--- src/rtl/read_channel_axi.sv ---
// Cache line-fill reader: one AXI4 INCR read burst per replace request, each good
// beat streamed to the data memory with its index; any errored beat retries the burst.
module read_channel_axi #(
  parameter int          CACHE_FRONTEND_ADDR_W = 32,
  parameter int          CACHE_FRONTEND_DATA_W = 32,
  parameter int          CACHE_BACKEND_ADDR_W  = CACHE_FRONTEND_ADDR_W,
  parameter int          CACHE_BACKEND_DATA_W  = CACHE_FRONTEND_DATA_W,
  parameter int          CACHE_WORD_OFF_W      = 3,
  parameter int          CACHE_AXI_ID_W        = 1,
  parameter int          CACHE_AXI_ID          = 0,
  parameter int          CACHE_AXI_LEN_W       = 8,
  parameter logic [3:0]  CACHE_AXI_CACHE_MODE  = 4'b0011,
  localparam int BE_BYTE_W  = $clog2(CACHE_BACKEND_DATA_W / 8),
  localparam int BE_RATIO_W = $clog2(CACHE_BACKEND_DATA_W / CACHE_FRONTEND_DATA_W),
  localparam int LINE2MEM_W = (CACHE_WORD_OFF_W > BE_RATIO_W) ? CACHE_WORD_OFF_W - BE_RATIO_W : 0,
  localparam int CNT_W      = (LINE2MEM_W > 0) ? LINE2MEM_W : 1,
  localparam int RADDR_W    = CACHE_FRONTEND_ADDR_W - BE_BYTE_W - LINE2MEM_W
) (
  input  logic                            ap_clk,
  input  logic                            reset,
  input  logic                            replace_valid,
  input  logic [RADDR_W-1:0]              replace_addr,
  output logic                            replace,
  output logic                            read_valid,
  output logic [CNT_W-1:0]                read_addr,
  output logic [CACHE_BACKEND_DATA_W-1:0] read_rdata,
  output logic [CACHE_AXI_ID_W-1:0]       m_axi_arid,
  output logic [CACHE_BACKEND_ADDR_W-1:0] m_axi_araddr,
  output logic [CACHE_AXI_LEN_W-1:0]      m_axi_arlen,
  output logic [2:0]                      m_axi_arsize,
  output logic [1:0]                      m_axi_arburst,
  output logic                            m_axi_arlock,
  output logic [3:0]                      m_axi_arcache,
  output logic [2:0]                      m_axi_arprot,
  output logic [3:0]                      m_axi_arqos,
  output logic                            m_axi_arvalid,
  input  logic                            m_axi_arready,
  input  logic [CACHE_AXI_ID_W-1:0]       m_axi_rid,
  input  logic [CACHE_BACKEND_DATA_W-1:0] m_axi_rdata,
  input  logic [1:0]                      m_axi_rresp,
  input  logic                            m_axi_rlast,
  input  logic                            m_axi_rvalid,
  output logic                            m_axi_rready,
  output logic [1:0]                      dbg_state
);

  localparam int BEATS = 1 << LINE2MEM_W;

  localparam logic [1:0] S_IDLE    = 2'd0;
  localparam logic [1:0] S_ADDRESS = 2'd1;
  localparam logic [1:0] S_READ    = 2'd2;
  localparam logic [1:0] S_END     = 2'd3;

  logic [1:0]       state_q, state_d;
  logic [CNT_W-1:0] cnt_q, cnt_d;
  logic             err_q, err_d;
  logic             resp_err;
  logic [CNT_W-1:0] cnt_inc;
  logic [CACHE_FRONTEND_ADDR_W-1:0] line_addr;
  logic             unused_rid;

  assign unused_rid = ^m_axi_rid;
  assign resp_err   = (m_axi_rresp != 2'b00);
  assign cnt_inc    = (LINE2MEM_W == 0) ? '0 : cnt_q + 1'b1;

  // Handshakes: a transfer happens on a cycle where both valid and ready are high.
  // arvalid stays up with a stable araddr until arready; rready is held high in READ.
  always_comb begin
    state_d = state_q;
    cnt_d   = cnt_q;
    err_d   = err_q;
    case (state_q)
      S_IDLE: begin
        cnt_d = '0;
        err_d = 1'b0;
        if (replace_valid) state_d = S_ADDRESS;
      end
      S_ADDRESS: begin
        cnt_d = '0;
        err_d = 1'b0;
        if (m_axi_arready) state_d = S_READ;
      end
      S_READ: begin
        if (m_axi_rvalid) begin
          cnt_d = cnt_inc;
          if (resp_err) err_d = 1'b1;
          // Any errored beat in the burst re-issues the same address.
          if (m_axi_rlast) state_d = (err_q || resp_err) ? S_ADDRESS : S_END;
        end
      end
      default: state_d = S_IDLE;
    endcase
  end

  always_ff @(posedge ap_clk or posedge reset) begin
    if (reset) begin
      state_q <= S_IDLE;
      cnt_q   <= '0;
      err_q   <= 1'b0;
    end else begin
      state_q <= state_d;
      cnt_q   <= cnt_d;
      err_q   <= err_d;
    end
  end

  assign line_addr     = {replace_addr, {(LINE2MEM_W + BE_BYTE_W){1'b0}}};
  assign m_axi_araddr  = CACHE_BACKEND_ADDR_W'(line_addr);
  assign m_axi_arid    = CACHE_AXI_ID_W'(CACHE_AXI_ID);
  assign m_axi_arlen   = CACHE_AXI_LEN_W'(BEATS - 1);
  assign m_axi_arsize  = 3'(BE_BYTE_W);
  assign m_axi_arburst = 2'b01;
  assign m_axi_arlock  = 1'b0;
  assign m_axi_arcache = CACHE_AXI_CACHE_MODE;
  assign m_axi_arprot  = 3'b000;
  assign m_axi_arqos   = 4'b0000;

  assign replace       = (state_q != S_IDLE);
  assign m_axi_arvalid = (state_q == S_ADDRESS);
  assign m_axi_rready  = (state_q == S_READ);
  assign read_valid    = m_axi_rready && m_axi_rvalid && !resp_err;
  assign read_addr     = cnt_q;
  assign read_rdata    = m_axi_rdata;
  assign dbg_state     = state_q;

endmodule

--- config.mk ---
export PLATFORM = sky130hd
export DESIGN_NAME = read_channel_axi
export DESIGN_NICKNAME = d
export VERILOG_FILES = /design/src/rtl/read_channel_axi.sv
export SDC_FILE = /design/constraint.sdc
export NUM_CORES = 1
export LEC_CHECK = 0
export CORE_AREA = 2 2 64 66
export CTS_BUF_LIST = sky130_fd_sc_hd__clkbuf_4
export DETAILED_ROUTE_END_ITERATION = 10
export DIE_AREA = 0 0 66 68
export DONT_BUFFER_PORTS = 1
export HOLD_SLACK_MARGIN = 0.02
export PLACE_DENSITY_LB_ADDON = 0.08
export SYNTH_ARGS = -nofsm -noshare
export SYNTH_HDL_FRONTEND = slang
export SYNTH_SLANG_ARGS = --single-unit
--- constraint.sdc ---
create_clock -name ap_clk -period 1.3 [get_ports ap_clk]
set_input_delay 0.13 -clock ap_clk [delete_from_list [all_inputs] [get_ports ap_clk]]
set_output_delay 0.13 -clock ap_clk [all_outputs]
set_load 0.01 [all_outputs]
==> impl_metrics.csv <==
group,metric,value,unit
placed_design,placedInstanceArea,516.7,um^2
placed_design,port_buffers,0,
critical_path,critPathArrivalTime,1100,ps
routing,route.met3.wl,386,um
clocking,cts_buffers,3,
routing,antenna_left,0,
grt,grt_pass1_vias,366,
routing,drtIter0Drc,15,
die,rows,23,
critical_path,worstSetupStartpoint,"dbg_state[0]",
grt,antenna_found_initial,0,
critical_path,cp-start-kind,"flop",
clocking,clk_latency,250,ps
critical_path,r2r_end,"read_addr[0]",
timing,slew_viol_final,0,
timing,min_period_over_period,0.9463,
routing,wl_per_cell,12.39,um
logic_synthesis,ys_ff_latch,6,
routing,wl,1499,um
die,die_w,66,um
grt,grt_max_degree,13,
logic_synthesis,async_reset_ff_frac,1.000,
routing,wl_met2,595,um
grt,track_usage,0.06452,
power,p_leak,0.3070,nW
logic_synthesis,synth-main-ff-cell,"dfrtp_1",
critical_path,rrSetupSlack,200,ps
die,core,3856,um^2
routing,drt_first_pass_iters,2,
die,dieArea,4488,um^2
critical_path,endpoint_kind,"primary output",
die,initial_core_util,0.2602,
power,pwr_density_cell,1593,nW/um^2
timing,finalHoldViolations,0,
run_status,status,"finished clean",
layout,num_antenna_cells,0,
clocking,htree_num_levels,1,
logic_synthesis,netlist_area,1003,um^2
placed_design,gp_congestion,0.6207,
layout,finalInstanceArea,581.8,um^2
timing,rsz0062_at_grt,"no",
power,ir_worst_vdd,312.0,uV
layout,final_nets,142,
logic_synthesis,synth_edf_count,0,
layout,final_layout_size_suffix_gt1_frac,0.2113,
timing,min_period,1230,ps
die,fp.dieH,68,um
routing,vias,426,
critical_path,worstPathRequired,1170,ps
die,ios,167,
critical_path,cp_max_fo,8,
logic_synthesis,syn-instance-count,123,
critical_path,reg2reg_depth,4,
timing,setup_tns,0,ps
layout,mostFrequentLayoutCell,"conb_1",
routing,drc,0,
timing,fmax,0.8129,GHz
clocking,ctsRootBufferMaster,"clkbuf_4",
flow_run,cap_violations,0,
critical_path,endpoint,"read_valid",
timing,setup_viol,0,
layout,layout-area-overhead-vs-synth,-42.02,%
logic_synthesis,syn_area_per_cell,8.158,um^2
timing,clock_skew,2.232,ps
critical_path,r2r_start,"dbg_state[0]",
routing,routed.top_layer,"met4",
grt,gr-total-overflow,0,
routing,met1_length,447,um
grt,grt_pass1_wl,1987,um
critical_path,critPathKind,"reg -> out",
layout,layout_common_cells,"conb_1, buf_4, nor2b_1, dfrtp_1, clkbuf_4",
placed_design,dp_hpwl,1178,um
min_path,holdCritPathClass,"in -> reg",
logic_synthesis,yosysWarnings,0,
clocking,cts_tree,"done",
clocking,cts.sinks,6,
logic_synthesis,ys_types,22,
routing,vias_per_cell,3.521,
clocking,cts_buffer_depth,2,
clocking,clk_pin_slew,50,ps
logic_synthesis,seq_area_frac_synth,0.1496,
==> per-stage QoR <==
step / instances / setup WS, ps / hold slack [ps] / total power [W] / util
CTS: 118 / 0.4248 / 32.21 / 0.0008846 / 0.1444
global route: 121 / 20.57 / 40.57 / 0.001014 / 0.1509
floorplan: 152 / 246.4 / -79.04 / 0.0008044 / -
detailed placement: 114 / 162.4 / -28.63 / 0.0006728 / 0.1340
global placement: 114 / 163.6 / -28.80 / 0.0006748 / 0.1340
finish: 121 / 69.83 / 35.14 / 0.0009271 / 0.1509
==> cell families after synthesis <==
family                   synth area share
buffers and inverters              0.6820
multiplexers                     0.009975
other                            0.007484
XOR/XNOR                          0.01746
adder cells (fa/ha/maj)           0.01247
AO/OA/AOI/OAI                     0.03616
flip-flops                         0.1496
AND/OR/NAND/NOR                   0.08480
==> worst min path at each step <==
stage | startpoint | end | slack (ps) | depth (start not counted)
global route | m_axi_arready | dbg_state[1] | 40 | 1
CTS | m_axi_arready | dbg_state[1] | 30 | 1
detailed placement | reset | read_addr[0] | -30 | 1
finish | m_axi_arready | dbg_state[1] | 40 | 1
global placement | reset | read_addr[0] | -30 | 1
floorplan | reset | dbg_state[0] | -80 | 1
==> state kept, by name, summed over array words and instances (netlist names) <==
register   cells
err_q          1
read_addr      3
dbg_state      2
==> cells in the mapped netlist (all sizes together) (2+ instances only) <==
cell / count / share of area
buf: 91 / 0.68
dfrtp: 6 / 0.15
nor2b: 6 / 0.040
and2: 2 / 0.012
conb: 2 / 0.0075
nor2: 2 / 0.0075
==> area by class of cell <==
| class | instances | area (um^2) |
|---|---|---|
| inverters | 1 | 3.754 |
| fillers | 468 | 3274 |
| flip-flops and latches | 6 | 152.6 |
| clock buffers | 3 | 22.52 |
| multi-input cells | 54 | 285.3 |
| well taps | 50 | 62.56 |
| repair buffers | 7 | 55.05 |
==> layer usage <==
layer,up-vias,track usage
met1,185,0.05440
li1,157,-
met4,0,0.05612
met5,-,0
met2,62,0.07702
met3,22,0.07895
==> power by group <==
group / leakage, nW / switching (W) / internal [W]
clock network: 0.0138 / 0.0000734 / 0.000105
registers: 0.0779 / 0.000115 / 0.000241
logic: 0.215 / 0.000187 / 0.000206
==> critical path: stages, from the launching register on <==
cell and delay (ps):
dfrtp_2 480, nor2b_4 150, and3_2 220
==> timing repair <==
item,CTS,global route
setup buffers,0,3
endpoints found under the setup margin,3,3
hold buffers,1,0
resized for setup,3,1
endpoints found under the hold margin,6,0
(Power assumes the default switching activity.)
